==> config.mk <==
export PLATFORM = sky130hd
export DESIGN_NAME = imem_dmem_arbiter
export DESIGN_NICKNAME = d
export VERILOG_FILES = /design/src/rtl/imem_dmem_arbiter.sv
export SDC_FILE = /design/constraint.sdc
export NUM_CORES = 1
export LEC_CHECK = 0
export CORE_MARGIN = 8
export CORE_UTILIZATION = 35
export DETAILED_ROUTE_END_ITERATION = 12
export PLACE_DENSITY_LB_ADDON = 0.3
export SLEW_MARGIN = 20
export SYNTH_ARGS = -nofsm -noshare
export SYNTH_HDL_FRONTEND = slang
export SYNTH_SLANG_ARGS = --single-unit
==> constraint.sdc <==
create_clock -name clk -period 5.4 [get_ports clk]
set_clock_uncertainty 0.15 [all_clocks]
set_input_delay 1.35 -clock clk [delete_from_list [all_inputs] [get_ports clk]]
set_output_delay 1.35 -clock clk [all_outputs]
set_load 0.1 [all_outputs]
==> src/rtl/imem_dmem_arbiter.sv <==
// Shares one memory bus between the instruction-fetch and load/store ports and
// returns one-cycle ready pulses. Defining ARB_TIMEOUT_EN enables a bus-timeout abort.
module imem_dmem_arbiter #(
  parameter int ADDR_W      = 32,
  parameter int DATA_W      = 32,
  parameter int DATA_PRIO   = 1,
  parameter int TIMEOUT_CYC = 255
) (
  input  logic              clk,
  input  logic              rst,
  input  logic              i_req,
  input  logic [ADDR_W-1:0] i_addr,
  output logic              i_ready,
  output logic [DATA_W-1:0] instr,
  input  logic              d_read,
  input  logic              d_write,
  input  logic [ADDR_W-1:0] d_addr,
  input  logic [DATA_W-1:0] d_wdata,
  output logic              d_ready,
  output logic [DATA_W-1:0] memload,
  output logic [ADDR_W-1:0] bus_addr,
  output logic [DATA_W-1:0] bus_wdata,
  output logic              bus_read,
  output logic              bus_write,
  input  logic              bus_ack,
  input  logic [DATA_W-1:0] bus_rdata,
  output logic              bus_err
);

  typedef enum logic [1:0] {
    IDLE = 2'd0,
    IBUS = 2'd1,
    DBUS = 2'd2,
    RESP = 2'd3
  } state_e;

  localparam logic GRANT_I = 1'b0;
  localparam logic GRANT_D = 1'b1;

  state_e state_q;
  logic   last_grant_q;
  logic   d_req;
  logic   data_wins;

`ifdef ARB_TIMEOUT_EN
  localparam int CNT_W = ($clog2(TIMEOUT_CYC + 1) > 8) ? $clog2(TIMEOUT_CYC + 1) : 8;
  logic [CNT_W-1:0] wait_cnt_q;
`else
  assign bus_err = 1'b0;
`endif

  // Round-robin gives the contested grant to the side that did not win last time.
  always_comb begin
    d_req     = d_read | d_write;
    data_wins = 1'b0;
    if (d_req && !i_req) begin
      data_wins = 1'b1;
    end else if (d_req && i_req) begin
      data_wins = (DATA_PRIO != 0) || (last_grant_q == GRANT_I);
    end else begin
      data_wins = 1'b0;
    end
  end

  always_ff @(posedge clk) begin
    if (rst) begin
      state_q      <= IDLE;
      last_grant_q <= GRANT_I;
      i_ready      <= 1'b0;
      d_ready      <= 1'b0;
      instr        <= '0;
      memload      <= '0;
      bus_addr     <= '0;
      bus_wdata    <= '0;
      bus_read     <= 1'b0;
      bus_write    <= 1'b0;
`ifdef ARB_TIMEOUT_EN
      bus_err      <= 1'b0;
      wait_cnt_q   <= '0;
`endif
    end else begin
      case (state_q)
        IDLE: begin
          if (i_req || d_req) begin
            if (data_wins) begin
              // A simultaneous read+write is served as a store.
              state_q      <= DBUS;
              last_grant_q <= GRANT_D;
              bus_addr     <= d_addr;
              bus_wdata    <= d_wdata;
              bus_write    <= d_write;
              bus_read     <= ~d_write;
            end else begin
              state_q      <= IBUS;
              last_grant_q <= GRANT_I;
              bus_addr     <= i_addr;
              bus_wdata    <= '0;
              bus_write    <= 1'b0;
              bus_read     <= 1'b1;
            end
`ifdef ARB_TIMEOUT_EN
            wait_cnt_q <= '0;
`endif
          end
        end
        IBUS, DBUS: begin
          if (bus_ack) begin
            bus_read  <= 1'b0;
            bus_write <= 1'b0;
            state_q   <= RESP;
            if (state_q == IBUS) begin
              instr   <= bus_rdata;
              i_ready <= 1'b1;
            end else begin
              if (bus_read) begin
                memload <= bus_rdata;
              end
              d_ready <= 1'b1;
            end
          end
`ifdef ARB_TIMEOUT_EN
          else if (wait_cnt_q == CNT_W'(TIMEOUT_CYC - 1)) begin
            bus_read  <= 1'b0;
            bus_write <= 1'b0;
            bus_err   <= 1'b1;
            i_ready   <= (state_q == IBUS);
            d_ready   <= (state_q == DBUS);
            state_q   <= RESP;
          end else begin
            wait_cnt_q <= wait_cnt_q + CNT_W'(1);
          end
`endif
        end
        RESP: begin
          i_ready <= 1'b0;
          d_ready <= 1'b0;
          state_q <= IDLE;
`ifdef ARB_TIMEOUT_EN
          bus_err <= 1'b0;
`endif
        end
        default: begin
          state_q <= IDLE;
        end
      endcase
    end
  end

endmodule

==> impl_metrics.toml <==
[status]
outcome = "completed"

[synthesis]
seq_area_frac_synth_pct = 51.1
synthMuxAreaShare_pct = 0.191
ys.flop_type = "dfxtp_1"
synth_top_family_by_area = "compound AO/OA/AOI/OAI gates"
synth-async-reset-ratio_pct = 0
synth_nets = 723
synth-seq-cells = 134
synth-compound-area-share_pct = 25.6
netlist_area_um2 = 5250
synth.area.top_cells = "dfxtp_1, nand2_1, a311oi_2, a21oi_1, a22o_1"
synth_cell_types = 32
synth_common_cells = "nand2_1, dfxtp_1, a21oi_1, o21ai_0, nor2_1"
synth-edff-count = 0
post-synth-top-area-cell = "dfxtp_1"
synthCells = 584
syn_avg_cell_area_um2 = 8.99
synthAdderAreaFrac_pct = 1.19
yosys.area.top_type_share_pct = 51.1
synth_most_common_cell = "nand2_1"
synthSimpleGateAreaFrac_pct = 16.5
ys_warn_count = 0
synth-xor-area-share_pct = 0

[drt]
drc = 0
ant_nets = 0
wl_per_cell_um = 17.4
firstDrtPassIters = 4
first_iter_violations = 294
wirelength_mm = 17.8
vias = 5116
vias_per_cell = 5.02

[worst_setup_path]
slowest_delay_ps = 780
worst-path-max-fanout = 65
worst_setup_path_end_kind = "flop"
slowest_stage = "o31a_4"
crit_chain = "clkdlybuf4s50_1 > o31a_4 > nor2_4 > a22o_1"
start_kind = "input pin"
crit_type = "input pin to flop"
crit_required_ps = 5600
cp.arrival_ps = 3790

[power]
p_leak_uw = 0.00303
ir_worst_vdd_uv = 443
p_per_area_nw_per_um2 = 592

[cts]
cts_tree = "built"
insertion_delay_ps = 410
clk_pin_slew_worst_paths_ps = 60
cts.sink_count = 134
post_cts_buffers = 0
cts_buffer_depth = 2
cts_resized = 0
hold_buffers = 0
numCtsBuffers = 17
htreeDepth = 4
cts_root_buf = "clkbuf_16"

[placed_design]
port_buffers = 265
gp_congestion = 0.781
hpwl_mm = 13.0
dpl_worst_slack_ps = 1370

[sta]
setup_viol = 0
finalMaxSlewViolations = 0
timing.final.ws_setup_ps = 1810
finalCritPeriodShare_pct = 66.5
post-route-min-period_ps = 3590
final-hold-violation-count = 0
tightest_slew_ps = 1110
fin_tns_setup_ps = 0
rsz0062_at_grt = "no"
fmax_ghz = 0.279
slew_headroom_pct = 26.2

[worst_hold_path]
hold_path.class = "flop to flop"

[grt]
antenna_found_initial = 0
grt_use_total_pct = 18.0
grt_pass1_wl_mm = 28.2
grt_overflow = 0
grt_pass1_vias = 5316
grt_max_degree = 92

[floorplan]
start_util_pct = 36.0
io_pins = 267
die_area_um2 = 19200
core_area_um2 = 14600
die_w_um = 138
die_y_um = 138
rows = 44

[cells_and_area]
antenna_cells = 0
finalNetCount = 962
drive_above_1_share_pct = 9.34
fillCellCount = 1201
area_delta_synth_final_pct = 63.8

[flow_run]
drv_cap = 0
per-layer routing:
metal	track usage [%]	vias to the layer above	wire length, µm	share of wire (%)
li1	-	2487	-	-
met1	19.5	2401	7280	41
met2	30.1	211	8440	48
met3	8.49	17	1800	10
met4	6.64	0	235	1.3
met5	0	-	0	0
stage by stage:
stage                     hold slack [ps]  util, %  std cells  instance area (µm²)  total power (µW)
after floorplan                       316        -        584                 5250              3270
after global placement                291     54.3        987                 7920              3800
after detailed placement              301     54.3        987                 7920              3830
after CTS                             308     58.8       1018                 8580              5120
after global routing                  324     58.9       1019                 8600              5280
final                                 307     58.9       1019                 8600              5090
worst max-delay path, delay by kind of cell:
kind,cells,cell delay [ps]
and+or+nand+nor,1,650
AOI/OAI and AO/OA,2,1010
buffers and inverters,1,750
report_power, final:
| part | switching [µW] | internal (µW) | total (µW) |
|---|---|---|---|
| logic | 1870 | 639 | 2510 |
| registers | 112 | 1190 | 1300 |
| clock network | 423 | 855 | 1280 |
flip-flops by register name, indices dropped and copies added, names as in the netlist, 2 cells and up:
name / count
bus_addr: 32
memload: 32
instr: 32
bus_wdata: 32
state_q: 2
path summary, 6_finish.rpt:
check / end / cells after the start / from / slack [ps]
min: instr[9] / 2 / instr[9] / 310
max: bus_wdata[18] / 4 / d_write / 1810
max reg2reg: bus_wdata[18] / 5 / state_q[1] / 3080
min reg2reg: instr[9] / 2 / instr[9] / 310
area by class of cell:
type	count	area [µm²]	area share (%)
clock buffer	20	467	5.43
clock inverter	11	196	2.28
inverter	5	18.8	0.218
multi-input combinational	393	2300	26.7
sequential	134	2680	31.2
tap	184	230	2.68
timing repair buffer	272	2710	31.5
layout by cell type, fill, tap and decap left out, types with 5 or more instances in the layout:
cell,n
clkdlybuf4s50_1,264
nand2_1,160
dfxtp_1,134
a21oi_1,68
o21ai_0,36
nor2_1,35
a311oi_2,32
a22o_1,32
clkbuf_16,17
buf_4,7
inv_1,5
ha_1,5
bufinv_16,5
cells by family after synthesis:
kind of cell / Yosys count
other cells: 1
compound gates: 174
simple gates: 212
flops: 134
buf+inv: 57
mux: 1
fa+ha+maj: 5
Note: power is estimated with default switching activity, not from simulation.
